<file path="src/rtl/panda_pipe_ctrl.sv">
`default_nettype none
// ============================================================================
//  Module      : panda_pipe_ctrl
//  Description : In-order pipeline hazard controller. Tracks a shadow copy of
//                the destination info for EX..WB, picks operand forwarding
//                sources, inserts load-use/RAW stalls, handles redirects and
//                external freezes, and counts stall and flush events.
//  Revision    : 1.0 - initial release
// ============================================================================
module panda_pipe_ctrl #(
  parameter  int ADDR_W     = 5,
  parameter  int MEM_STAGES = 1,
  parameter  int FWD_EN     = 1,
  parameter  int CNT_W      = 32,
  localparam int N          = MEM_STAGES + 2,
  localparam int SEL_W      = $clog2(N + 1)
) (
  input  logic              clk_i,
  input  logic              rst_i,
  input  logic              if_valid_i,
  input  logic [ADDR_W-1:0] id_rs1_addr_i,
  input  logic              id_rs1_used_i,
  input  logic [ADDR_W-1:0] id_rs2_addr_i,
  input  logic              id_rs2_used_i,
  input  logic [ADDR_W-1:0] id_rd_addr_i,
  input  logic              id_rd_we_i,
  input  logic              id_is_load_i,
  input  logic              ex_redirect_i,
  input  logic              ext_stall_i,
  output logic              pc_hold_o,
  output logic              if_id_flush_o,
  output logic              id_ex_bubble_o,
  output logic              id_valid_o,
  output logic [N-1:0]      stage_valid_o,
  output logic [SEL_W-1:0]  fwd_a_sel_o,
  output logic [SEL_W-1:0]  fwd_b_sel_o,
  output logic [CNT_W-1:0]  stall_cycles_o,
  output logic [CNT_W-1:0]  flush_count_o
);

  // Stages where a loaded value is not yet available (EX..M(k-1)).
  localparam logic [N-1:0] c_LD_STALL_MASK = {N{1'b1}} >> (N - MEM_STAGES);
  // Without forwarding only WB (written back via regfile bypass) is usable.
  localparam logic [N-1:0] c_NOFWD_MASK    = {N{1'b1}} >> 1;

  logic [N-1:0]      valid_q, valid_d;
  logic [N-1:0]      we_q, we_d;
  logic [N-1:0]      load_q, load_d;
  logic [ADDR_W-1:0] rd_q [N];
  logic [ADDR_W-1:0] rd_d [N];
  logic              id_valid_q, id_valid_d;
  logic [CNT_W-1:0]  stall_cnt_q, stall_cnt_d;
  logic [CNT_W-1:0]  flush_cnt_q, flush_cnt_d;

  logic [N-1:0]      match_a_w, match_b_w;
  logic [N-1:0]      stall_stage_w;
  logic              stall_a_w, stall_b_w, hazard_w;
  logic [SEL_W-1:0]  sel_a_w, sel_b_w;
  logic              pc_hold_w, flush_w, bubble_w;

  // Per-stage RAW match of each ID source against the shadow entries.
  for (genvar s = 0; s < N; s++) begin : g_match
    assign match_a_w[s] = valid_q[s] & we_q[s] & (rd_q[s] == id_rs1_addr_i) &
                          (id_rs1_addr_i != '0) & id_rs1_used_i;
    assign match_b_w[s] = valid_q[s] & we_q[s] & (rd_q[s] == id_rs2_addr_i) &
                          (id_rs2_addr_i != '0) & id_rs2_used_i;
  end

  assign stall_stage_w = (FWD_EN != 0) ? (load_q & c_LD_STALL_MASK) : c_NOFWD_MASK;

  // Youngest match decides source; a stalling youngest match yields select 0.
  always_comb begin
    sel_a_w   = '0;
    sel_b_w   = '0;
    stall_a_w = 1'b0;
    stall_b_w = 1'b0;
    for (int s = N - 1; s >= 0; s--) begin
      if (match_a_w[s]) begin
        stall_a_w = stall_stage_w[s];
        sel_a_w   = SEL_W'(s + 1);
      end
      if (match_b_w[s]) begin
        stall_b_w = stall_stage_w[s];
        sel_b_w   = SEL_W'(s + 1);
      end
    end
    if (stall_a_w || !id_valid_q) sel_a_w = '0;
    if (stall_b_w || !id_valid_q) sel_b_w = '0;
  end

  assign hazard_w = id_valid_q & (stall_a_w | stall_b_w);

  // Next-state of shadow entries, counters and pipeline control outputs.
  always_comb begin
    valid_d     = valid_q;
    we_d        = we_q;
    load_d      = load_q;
    rd_d        = rd_q;
    id_valid_d  = id_valid_q;
    stall_cnt_d = stall_cnt_q;
    flush_cnt_d = flush_cnt_q;
    pc_hold_w   = 1'b0;
    flush_w     = 1'b0;
    bubble_w    = 1'b0;
    if (ext_stall_i) begin
      pc_hold_w = 1'b1;
    end else begin
      valid_d[N-1:1] = valid_q[N-2:0];
      we_d[N-1:1]    = we_q[N-2:0];
      load_d[N-1:1]  = load_q[N-2:0];
      for (int s = 1; s < N; s++) rd_d[s] = rd_q[s-1];
      if (ex_redirect_i) begin
        flush_w     = 1'b1;
        bubble_w    = 1'b1;
        valid_d[0]  = 1'b0;
        we_d[0]     = 1'b0;
        load_d[0]   = 1'b0;
        rd_d[0]     = '0;
        id_valid_d  = 1'b0;
        flush_cnt_d = flush_cnt_q + CNT_W'(1);
      end else if (hazard_w) begin
        pc_hold_w   = 1'b1;
        bubble_w    = 1'b1;
        valid_d[0]  = 1'b0;
        we_d[0]     = 1'b0;
        load_d[0]   = 1'b0;
        rd_d[0]     = '0;
        stall_cnt_d = stall_cnt_q + CNT_W'(1);
      end else begin
        valid_d[0]  = id_valid_q;
        we_d[0]     = id_rd_we_i;
        load_d[0]   = id_is_load_i;
        rd_d[0]     = id_rd_addr_i;
        id_valid_d  = if_valid_i;
      end
    end
  end

  // State register with synchronous reset overriding any stall or redirect.
  always_ff @(posedge clk_i) begin
    if (rst_i) begin
      valid_q     <= '0;
      we_q        <= '0;
      load_q      <= '0;
      for (int s = 0; s < N; s++) rd_q[s] <= '0;
      id_valid_q  <= 1'b0;
      stall_cnt_q <= '0;
      flush_cnt_q <= '0;
    end else begin
      valid_q     <= valid_d;
      we_q        <= we_d;
      load_q      <= load_d;
      rd_q        <= rd_d;
      id_valid_q  <= id_valid_d;
      stall_cnt_q <= stall_cnt_d;
      flush_cnt_q <= flush_cnt_d;
    end
  end

  assign pc_hold_o      = pc_hold_w & ~rst_i;
  assign if_id_flush_o  = flush_w & ~rst_i;
  assign id_ex_bubble_o = bubble_w & ~rst_i;
  assign id_valid_o     = id_valid_q;
  assign stage_valid_o  = valid_q;
  assign fwd_a_sel_o    = sel_a_w;
  assign fwd_b_sel_o    = sel_b_w;
  assign stall_cycles_o = stall_cnt_q;
  assign flush_count_o  = flush_cnt_q;

endmodule
`default_nettype wire
</file>
<file path="config.mk">
export PLATFORM = sky130hd
export DESIGN_NAME = panda_pipe_ctrl
export DESIGN_NICKNAME = d
export VERILOG_FILES = /design/src/rtl/panda_pipe_ctrl.sv
export SDC_FILE = /design/constraint.sdc
export NUM_CORES = 1
export LEC_CHECK = 0
export CORE_ASPECT_RATIO = 2
export CORE_MARGIN = 8
export CORE_UTILIZATION = 40
export CTS_CLUSTER_SIZE = 10
export DETAILED_ROUTE_END_ITERATION = 8
export GPL_ROUTABILITY_DRIVEN = 0
export PLACE_DENSITY = 0.7
export SETUP_SLACK_MARGIN = 0.02
export SYNTH_ARGS = -nofsm -noshare
export SYNTH_HDL_FRONTEND = slang
export SYNTH_SLANG_ARGS = --single-unit
</file>
<file path="constraint.sdc">
create_clock -name clk_i -period 3.2 [get_ports clk_i]
set_input_delay 0.64 -clock clk_i [delete_from_list [all_inputs] [get_ports clk_i]]
set_output_delay 0.64 -clock clk_i [all_outputs]
set_load 0.01 [all_outputs]
</file>
==> flow_summary_export.csv, run 1 <==
group,metric,value,unit
status,status,"complete, no violations",
clock_tree,cts_tree,"built",
clock_tree,clockBufferDepth,2,
routing,via_count,3942,
routing,drt-pass1-iter-count,4,
timing,rsz0062_at_grt,"yes",
timing,tightest_slew,0.6425,ns
global_routing,grt_pass1_wl,19620,um
clock_tree,numCtsBuffers,9,
timing,fin_ws,0.06835,ns
pwr,clkPwrFrac,0.458,
timing,layout_min_cycle_time,3.132,ns
placed_design,place_area,5515,sq um
timing,period_share,0.9786,
global_routing,grt_usage,0.1723,
routing,drt-vias-per-instance,5.349,
global_routing,grt_max_degree,63,
synthesis,yosys_warnings,0,
pwr,power_density,394.2,nW/um^2
global_routing,grt-ovfl-total,0,
synthesis,ys_async_sr_fraction,0,
synthesis,syn-num-nets,503,
clock_tree,cts-root-buf,"clkbuf_16",
floorplan,die_w,89.16,um
pwr,swShare,0.2328,
cells_and_area,fin_nets,621,
synthesis,synth_edf_count,0,
worst_setup_path,critPathArrivalTime,2.49,ns
synthesis,synth-seq-cells,87,
clock_tree,ctsHtreeMaxLevel,3,
pwr,p_switching,539.8,uW
routing,drc_errors,0,
cells_and_area,utilization,0.5614,
cells_and_area,antenna_cells,0,
floorplan,io_pins,99,
pwr,ir_drop,0.2640,mV
worst_setup_path,cp_max_fo,4,
floorplan,die_area,14470,sq um
synthesis,netlist_top_cells_count,"dfxtp_1 (87), nor2_1 (72), xor2_1 (42)",
floorplan,die_h,162.3,um
clock_tree,cts.sinks,87,
synthesis,ys_seq_area_frac,0.4068,
synthesis,syn-instance-count,477,
cells_and_area,final_area,5882,sq um
worst_setup_path,worstSetupPathType,"in2out",
timing,tns,0,ns
clock_tree,clkTransAtPathRegs,0.06,ns
routing,wl,12310,um
timing,fmax,319.3,MHz
synthesis,synth_top_area_share,0.4068,
timing,finalHoldViolCount,0,
pwr,static-leakage-power,0.002162,uW
synthesis,yosysMostFrequentCell,"dfxtp_1",
pwr,p_int,1779,uW
worst_setup_path,crit_path_end_kind,"primary output",
min_path,min_path_type,"reg2reg",
cells_and_area,area_delta_synth_final,37.38,%
timing,relSlewSlack,0.5717,
synthesis,syn_area_per_cell,8.976,sq um
floorplan,core-area,10480,sq um
cells_and_area,layout-drive-gt1-share,0.1017,
flow_run,cap_violations,0,
pwr,combPwrFrac,0.066,
routing,wl_per_cell,16.71,um
global_routing,first_global_vias,4039,
pwr,p_seq_frac,0.476,
synthesis,ys.flop_type,"dfxtp_1",
routing,drtIter0Drc,167,
placed_design,io_buffer_count,98,
timing,finalClockSkew,0.007053,ns
timing,setup_viol,0,
synthesis,synth_area,4282,sq um
synthesis,synthTopCellsByArea,"dfxtp_1 (41%), xor2_1 (8.6%), xnor2_1 (7.0%)",
worst_setup_path,cp-start-kind,"input pin",
floorplan,initial_core_util,0.4086,
synthesis,synth_cell_types,43,
clock_tree,clk_latency,0.33,ns
pwr,p_total,2319,uW
worst_setup_path,worstPathRequired,2.56,ns
timing,drv_slew,0,
synthesis,synth_top_area_cell,"dfxtp_1",
clock_tree,ctsHoldBuffers,0,
placed_design,dp_slack,-0.4374,ns
routing,ant_nets,0,
placed_design,dp_hpwl,9276,um
floorplan,fp-row-count,53,
global_routing,antenna_found_initial,0,
==> cell usage in the layout, fill, tap and decap left out, types with 2 or more instances in the layout <==
cell / count
a21oi_1: 16
or3_1: 15
xnor2_1: 34
ha_1: 2
nor2_1: 72
and4_1: 7
dlygate4sd2_1: 11
o31ai_1: 3
inv_1: 8
nand3_1: 23
and2_1: 4
nor2b_1: 3
nor4_4: 4
clkinv_4: 2
nor3_1: 4
buf_4: 27
or4_4: 2
nand2_1: 24
clkdlybuf4s15_2: 2
nand4_1: 15
or4_1: 3
mux2i_1: 19
clkdlybuf4s50_1: 82
o2111ai_1: 8
clkbuf_16: 9
o211ai_1: 9
a22o_1: 7
xor2_1: 42
dfxtp_1: 87
nand2b_1: 2
o21ai_4: 2
o21ai_0: 15
and3_1: 14
==> final cells by class <==
class | instances | area [sq um]
inverters | 8 | 30.03
flip-flops and latches | 87 | 1742
clock buffers | 9 | 225.2
well taps | 137 | 171.4
multi-input cells | 364 | 2464
repair buffers | 125 | 1170
fillers | 1060 | 4596
clock inverters | 7 | 80.08
==> metrics by stage <==
step,hold WS [ns],instances
2_1_floorplan,0.4640,477
3_3_place_gp,0.4678,718
3_5_place_dp,0.4927,718
4_1_cts,0.5056,736
5_1_grt,0.5259,737
6_report,0.4986,737
==> sequential cells by signal, summed over array words and instances, names as in the netlist <==
register and cells:
stall_cycles_o 32, we_q 3, id_valid_o 1, rd_q 15
stage_valid_o 3, load_q 1, flush_count_o 32
==> per-layer routing <==
layer	GRT usage	part of all wire	routed length (um)
met5	0	0	0
met4	0.08467	0.029	363
met3	0.03239	0.044	542
met2	0.3239	0.55	6774
met1	0.1693	0.38	4632
==> power by group through the flow <==
| stage | Combinational [uW] | Clock (uW) | Sequential [uW] |
|---|---|---|---|
| 6_report | 152 | 1060 | 1100 |
| 5_1_grt | 163 | 1150 | 1100 |
| 4_1_cts | 150 | 1090 | 1100 |
| 3_5_place_dp | 151 | 0 | 1130 |
| 3_3_place_gp | 147 | 0 | 1130 |
| 2_1_floorplan | 74.4 | 0 | 1120 |
==> worst max-delay path, cell delays in order <==
cell and delay (ns):
clkdlybuf4s50_1 0.50, or4_4 0.14, o21ai_4 0.07, nor4_4 0.42
nand3_1 0.18, buf_4 0.17, o211a_1 0.09, dlygate4sd2_1 0.28
==> final timing paths <==
path	start	cells past startpoint	slack [ns]	end
min	stall_cycles_o[31]$_SDFFE_PP0P_	2	0.50	stall_cycles_o[31]$_SDFFE_PP0P_
max reg2reg	rd_q[10]$_SDFFE_PP0N_	7	0.71	stall_cycles_o[20]$_SDFFE_PP0P_
max	id_rs1_addr_i[4]	8	0.07	fwd_a_sel_o[1]
min reg2reg	stall_cycles_o[31]$_SDFFE_PP0P_	2	0.50	stall_cycles_o[31]$_SDFFE_PP0P_
==> timing repair <==
| action | CTS | global route |
|---|---|---|
| setup buffers | 2 | 1 |
| endpoints found under the setup margin | 6 | 4 |
| pin swaps | 6 | 2 |
| resized for setup | 22 | 6 |
==> cells by family (layout without fill, tap and decap cells) <==
group | after synthesis | count (layout) | synth area share
AOI/OAI and AO/OA | 67 | 67 | 0.1084
DFF | 87 | 87 | 0.4068
adders and majority gates | 2 | 2 | 0.005844
buffers and inverters | 26 | 149 | 0.02893
muxes | 19 | 19 | 0.04442
xor gates and xnor gates | 76 | 76 | 0.1555
and+or+nand+nor | 200 | 200 | 0.2501
Note: power is estimated with default switching activity, not from simulation.
==> inputs of run 2 (changes only) <==
--- a/config.mk
+++ b/config.mk
@@ -8,7 +8,6 @@
 export CORE_ASPECT_RATIO = 2
 export CORE_MARGIN = 8
 export CORE_UTILIZATION = 40
-export CTS_CLUSTER_SIZE = 10
 export DETAILED_ROUTE_END_ITERATION = 8
 export GPL_ROUTABILITY_DRIVEN = 0
 export PLACE_DENSITY = 0.7
==> results of run 2 <==
Same layout as run 1: the final DEF is identical, and so are final timing and power.
